--- src/rtl/counter_pkg.sv ---
// Shared definitions for the modulo counter family: count mode and sizing helper.
package counter_pkg;

  typedef enum logic {
    MODE_WRAP = 1'b0,
    MODE_SAT  = 1'b1
  } count_mode_e;

  // Bits needed to hold 0..n-1, never less than one.
  function automatic int clog2(input int n);
    int r;
    int v;
    r = 0;
    v = n - 1;
    while (v > 0) begin
      r = r + 1;
      v = v >>> 1;
    end
    if (r < 1) r = 1;
    return r;
  endfunction

endpackage

--- src/rtl/counter_prescaler.sv ---
// Divides enabled clock cycles by PRESCALE; tick marks the last enabled cycle of each period.
module counter_prescaler
  import counter_pkg::*;
#(
  parameter int PRESCALE = 1
) (
  input  logic clk,
  input  logic reset,
  input  logic en,
  input  logic restart,
  output logic tick
);

  localparam int            PW   = clog2(PRESCALE);
  localparam logic [PW-1:0] LAST = PW'(PRESCALE - 1);

  logic [PW-1:0] r_pre;
  logic          w_last;

  assign w_last = (r_pre == LAST);
  assign tick   = en && w_last;

  always_ff @(posedge clk or posedge reset) begin
    if (reset) begin
      r_pre <= '0;
    end else if (restart) begin
      r_pre <= '0;
    end else if (en) begin
      r_pre <= w_last ? '0 : r_pre + PW'(1);
    end
  end

endmodule

--- src/rtl/modulo_counter.sv ---
// Parametrised up/down modulo counter with prescaler, load/clear, wrap or saturate,
// and a registered terminal-count pulse.
module modulo_counter
  import counter_pkg::*;
#(
  parameter int WIDTH    = 8,
  parameter int MODULUS  = 256,
  parameter int PRESCALE = 1,
  parameter int SATURATE = 0
) (
  input  logic             clk,
  input  logic             reset,
  input  logic             en,
  input  logic             up,
  input  logic             load,
  input  logic [WIDTH-1:0] load_value,
  input  logic             clear,
  output logic [WIDTH-1:0] value,
  output logic             tc
);

  localparam logic [WIDTH-1:0] MAX  = WIDTH'(MODULUS - 1);
  localparam count_mode_e      MODE = (SATURATE != 0) ? MODE_SAT : MODE_WRAP;

  logic [WIDTH-1:0] r_value;
  logic             r_tc;
  logic             w_tick;
  logic             w_restart;
  logic             w_at_bound;
  logic [WIDTH-1:0] w_step_value;
  logic [WIDTH-1:0] w_load_value;

  assign w_restart = clear | load;

  counter_prescaler #(
    .PRESCALE(PRESCALE)
  ) u_prescaler (
    .clk    (clk),
    .reset  (reset),
    .en     (en),
    .restart(w_restart),
    .tick   (w_tick)
  );

  assign w_at_bound   = up ? (r_value == MAX) : (r_value == '0);
  assign w_load_value = (load_value > MAX) ? MAX : load_value;

  always_comb begin
    w_step_value = r_value;
    if (!w_at_bound) begin
      w_step_value = up ? r_value + WIDTH'(1) : r_value - WIDTH'(1);
    end else if (MODE == MODE_WRAP) begin
      w_step_value = up ? '0 : MAX;
    end
  end

  always_ff @(posedge clk or posedge reset) begin
    if (reset) begin
      r_value <= '0;
      r_tc    <= 1'b0;
    end else if (clear) begin
      r_value <= '0;
      r_tc    <= 1'b0;
    end else if (load) begin
      r_value <= w_load_value;
      r_tc    <= 1'b0;
    end else if (w_tick) begin
      r_value <= w_step_value;
      r_tc    <= w_at_bound;
    end else begin
      r_tc    <= 1'b0;
    end
  end

  assign value = r_value;
  assign tc    = r_tc;

endmodule
--- config.mk ---
export PLATFORM = sky130hd
export DESIGN_NAME = modulo_counter
export DESIGN_NICKNAME = d
export VERILOG_FILES = /design/src/rtl/counter_pkg.sv /design/src/rtl/counter_prescaler.sv /design/src/rtl/modulo_counter.sv
export SDC_FILE = /design/constraint.sdc
export NUM_CORES = 1
export LEC_CHECK = 0
export CORE_MARGIN = 3
export CORE_UTILIZATION = 42
export CTS_CLUSTER_DIAMETER = 150
export DETAILED_ROUTE_END_ITERATION = 10
export GPL_TIMING_DRIVEN = 0
export PLACE_DENSITY = 0.75
export SLEW_MARGIN = 20
export SYNTH_ARGS = -nofsm -noshare
export SYNTH_HDL_FRONTEND = slang
export SYNTH_SLANG_ARGS = --single-unit
export TNS_END_PERCENT = 100
--- constraint.sdc ---
create_clock -name clk -period 1.86 [get_ports clk]
set_clock_uncertainty 0.2 [all_clocks]
set_input_delay 0.372 -clock clk [delete_from_list [all_inputs] [get_ports clk]]
set_output_delay 0.372 -clock clk [all_outputs]
set_load 0.05 [all_outputs]
==> flow_summary_export.csv <==
group,metric,value,unit
cts,cts_root_buffer,"sky130_fd_sc_hd__clkbuf_4",
timing,hold_ws,0.1731,ns
cts,cts_tree,"built",
final_layout,final_net_count,145,
placed_design,dp_worst_setup_slack,-0.9570,ns
pwr,power.share.combinational,0.454,
global_routing,grt_usage,0.1876,
drt,first_pass_iters,4,
logic_synthesis,number_of_synthesized_flops_with_an_enable_pin,0,
critical_path,timing.critical_path.required,1.81,ns
pwr,pwr-share-clk,0.212,
critical_path,cp_slowest_cell,"sky130_fd_sc_hd__dfrtp_2",
critical_path,end_kind,"register",
timing,setup-tns-final,-0.3713,ns
logic_synthesis,ys_dominant_reg_cell,"sky130_fd_sc_hd__dfrtp_1",
drt,route.antenna.remaining_nets,0,
critical_path,reg2reg_to,"value[4]$_DFFE_PP0P_",
critical_path,ordered_cell_list_for_the_critical_path,"buf_6 > ha_4 > nor2b_4 > o31a_1 > a21oi_2 > o211ai_1 > a221oi_1",
critical_path,worstRegToRegCells,7,
cts,cts_hold_buf,0,
final_layout,stdcell_area,1172,µm²
pwr,p_seq_frac,0.333,
timing,period_share,1.056,
logic_synthesis,yosysUniqueCellTypes,36,
timing,timing_worst_slew_pin_value,0.5083,ns
cts,number_of_buffers_inserted_during_clock_tree_synthesis,3,
floorplan,floorplan.initialDensity,0.4496,
flow_run,maxCapViolations,0,
run_status,failed_checks,"negative setup slack",
critical_path,path_delay_family,"compound AO/OA/AOI/OAI gates",
critical_path,flop2flop_setup_slack,-0.10,ns
critical_path,critical_path.n_buffers_inverters,1,
timing,timing_max_transition_violations_final,0,
critical_path,worst_setup_path_start_kind,"register",
pwr,netSwitchingPower,0.2872,mW
floorplan,num_io_pins,23,
logic_synthesis,total_nets_after_synthesis,116,
logic_synthesis,share_of_the_yosys_chip_area_belonging_to_registers,0.2839,
timing,unrepaired_setup_endpoints_after_global_routing,"yes",
cts,cts.htree.levels,1,
final_layout,final.fill_count,155,
pwr,power.density,618.6,nW/µm²
floorplan,area_of_the_core_region,1764,µm²
drt,initialDrtViolationCount,15,
drt,wl_per_cell,15.18,µm
pwr,design_internal_power,0.4380,mW
final_layout,final_layout_size_suffix_gt1_frac,0.2683,
placed_design,placed_cell_area,1070,µm²
final_layout,finalCoreUtilization,0.6645,
global_routing,grt_first_pass_wirelength,3.553,mm
pwr,total_power,0.7252,mW
timing,fmax,509.2,MHz
final_layout,stdcell_count,148,
pwr,swShare,0.3961,
timing,post-route-min-period,1.964,ns
timing,finalSetupViolCount,5,
timing,worst_slew_margin_rel,0.6625,
placed_design,port_buffers,20,
floorplan,die_w,49.46,µm
logic_synthesis,synthCells,95,
placed_design,placed_cells_incl_taps,140,
cts,clockBufferDepth,2,
placed_design,dpl.hpwl,1.650,mm
logic_synthesis,syn_avg_cell_area,8.350,µm²
critical_path,cp.arrival,1.92,ns
logic_synthesis,yosys_register_bits,9,
pwr,power.leakage,0.5013,nW
global_routing,grt_max_degree,11,
global_routing,grt_pass1_vias,769,
timing,timing.final.hold_violations,0,
drt,drc,0,
drt,detail_route.wirelength,2.247,mm
placed_design,replace_congestion,0.8256,
global_routing,antenna_found_initial,0,
drt,vias_per_cell,5.595,
hold_path,min_delay_worst_type,"in -> async",
pwr,ir_worst_vdd,326.3,µV
cts,clk_latency,0.26,ns
critical_path,r2r-start,"value[2]$_DFFE_PP0P_",
cts,clkSinkCount,9,
final_layout,diodes,0,
floorplan,floorplan.die.height,49.46,µm
cts,clk_pin_slew,0.06,ns
drt,dr_total_vias,828,
global_routing,globalRoute.totalOverflow,0,
logic_synthesis,asyncSetResetFlopFracSynth,1.000,
logic_synthesis,synth-warning-count,0,
floorplan,placementRows,15,
critical_path,critical_path.max_fanout,4,
critical_path,path_class,"reg -> reg",
timing,timing.final.ws_setup,-0.1040,ns
run_status,outcome,"finished with violations",
critical_path,cp_slowest_stage_delay,0.41,ns
logic_synthesis,netlist_area,793.3,µm²
final_layout,syn2layout_area_growth,47.79,%
floorplan,die_area,2446,µm²
==> worst reg2reg max path, delay by kind of cell, from the launching register on <==
family | cells | cell delay [ns]
AO/OA/AOI/OAI | 4 | 0.75
flip-flops | 1 | 0.41
adder cells (fa/ha/maj) | 1 | 0.25
buffers and inverters | 1 | 0.13
AND/OR/NAND/NOR | 1 | 0.13
==> cell usage in the layout, fill, tap and decap left out, types with 3 or more instances in the layout <==
cell / instances
sky130_fd_sc_hd__a21o_1: 3
sky130_fd_sc_hd__a21oi_1: 9
sky130_fd_sc_hd__a21oi_2: 3
sky130_fd_sc_hd__buf_4: 4
sky130_fd_sc_hd__clkbuf_1: 3
sky130_fd_sc_hd__clkbuf_4: 3
sky130_fd_sc_hd__clkdlybuf4s50_1: 10
sky130_fd_sc_hd__dfrtp_2: 8
sky130_fd_sc_hd__dlygate4sd2_1: 7
sky130_fd_sc_hd__ha_1: 4
sky130_fd_sc_hd__inv_1: 5
sky130_fd_sc_hd__nand2_1: 5
sky130_fd_sc_hd__nand2b_1: 4
sky130_fd_sc_hd__nor2_1: 5
sky130_fd_sc_hd__nor3_1: 3
sky130_fd_sc_hd__xnor2_1: 4
==> sequential cells by signal, indices dropped and copies added, names as in the netlist <==
signal	count
value	8
tc	1
==> worst max path at each step <==
stage / from / to / slack (ns) / cells after the start
finish: value[2]$_DFFE_PP0P_ / value[4]$_DFFE_PP0P_ / -0.10 / 7
global route: value[2]$_DFFE_PP0P_ / value[4]$_DFFE_PP0P_ / -0.18 / 7
CTS: value[2]$_DFFE_PP0P_ / value[6]$_DFFE_PP0P_ / -0.11 / 7
detailed placement: up / value[4]$_DFFE_PP0P_ / -0.96 / 8
global placement: up / value[4]$_DFFE_PP0P_ / -0.95 / 8
floorplan: value[1]$_DFFE_PP0P_ / value[4]$_DFFE_PP0P_ / -0.05 / 7
==> metal layers <==
layer	vias to the layer above	global-route usage	wire length, µm
met1	395	0.2287	970
met2	18	0.3281	1160
li1	413	-	-
met3	2	0.03323	96
met4	0	0.06912	20
met5	-	0	0
==> cell families (layout without fill, tap and decap cells) <==
family,after synthesis,count (layout),synth area share
adder cells (fa/ha/maj),7,7,0.1199
AND/OR/NAND/NOR,30,30,0.2066
XOR/XNOR,5,5,0.05520
AO/OA/AOI/OAI,32,32,0.2745
buffers and inverters,12,40,0.05994
flip-flops,9,9,0.2839
==> cell type report <==
class / count / area, µm² / area share
Multi-Input combinational cell: 74 / 605.6 / 0.5165
Buffer: 4 / 17.52 / 0.01494
Timing Repair Buffer: 24 / 222.7 / 0.1900
Tap cell: 25 / 31.28 / 0.02668
Clock buffer: 4 / 26.28 / 0.02241
Sequential cell: 9 / 235.2 / 0.2006
Inverter: 8 / 33.78 / 0.02882
==> cells in the mapped netlist, types with 2 or more instances <==
cell / instances / area (µm²)
sky130_fd_sc_hd__nand2b_1: 4 / 25.02
sky130_fd_sc_hd__nor2_1: 5 / 18.77
sky130_fd_sc_hd__o311ai_1: 2 / 17.52
sky130_fd_sc_hd__xnor2_1: 4 / 35.03
sky130_fd_sc_hd__nand3_1: 3 / 15.01
sky130_fd_sc_hd__o211ai_1: 2 / 15.01
sky130_fd_sc_hd__nand2_1: 5 / 18.77
sky130_fd_sc_hd__a21oi_1: 12 / 60.06
sky130_fd_sc_hd__nor3_1: 3 / 15.01
sky130_fd_sc_hd__inv_1: 8 / 30.03
sky130_fd_sc_hd__a21o_1: 3 / 22.52
sky130_fd_sc_hd__nor3b_1: 2 / 15.01
sky130_fd_sc_hd__nand4_1: 2 / 12.51
sky130_fd_sc_hd__ha_1: 6 / 75.07
sky130_fd_sc_hd__a221oi_1: 2 / 17.52
sky130_fd_sc_hd__buf_2: 2 / 10.01
sky130_fd_sc_hd__clkbuf_1: 2 / 7.510
sky130_fd_sc_hd__o21ai_0: 2 / 10.01
sky130_fd_sc_hd__dfrtp_1: 9 / 225.2
==> repair_timing <==
action / in CTS / in global routing
setup buffers: 2 / 2
endpoints found under the setup margin: 17 / 8
gates resized for setup: 17 / 11
pin swaps: 2 / 1
==> power by group through the flow <==
stage / clock network, mW / logic (mW) / registers (mW)
after floorplan: 0 / 0.153 / 0.295
after global placement: 0 / 0.294 / 0.245
after detailed placement: 0 / 0.301 / 0.245
after CTS: 0.155 / 0.302 / 0.239
after global routing: 0.170 / 0.356 / 0.244
final: 0.154 / 0.330 / 0.242
Note: power is estimated with default switching activity, not from simulation.
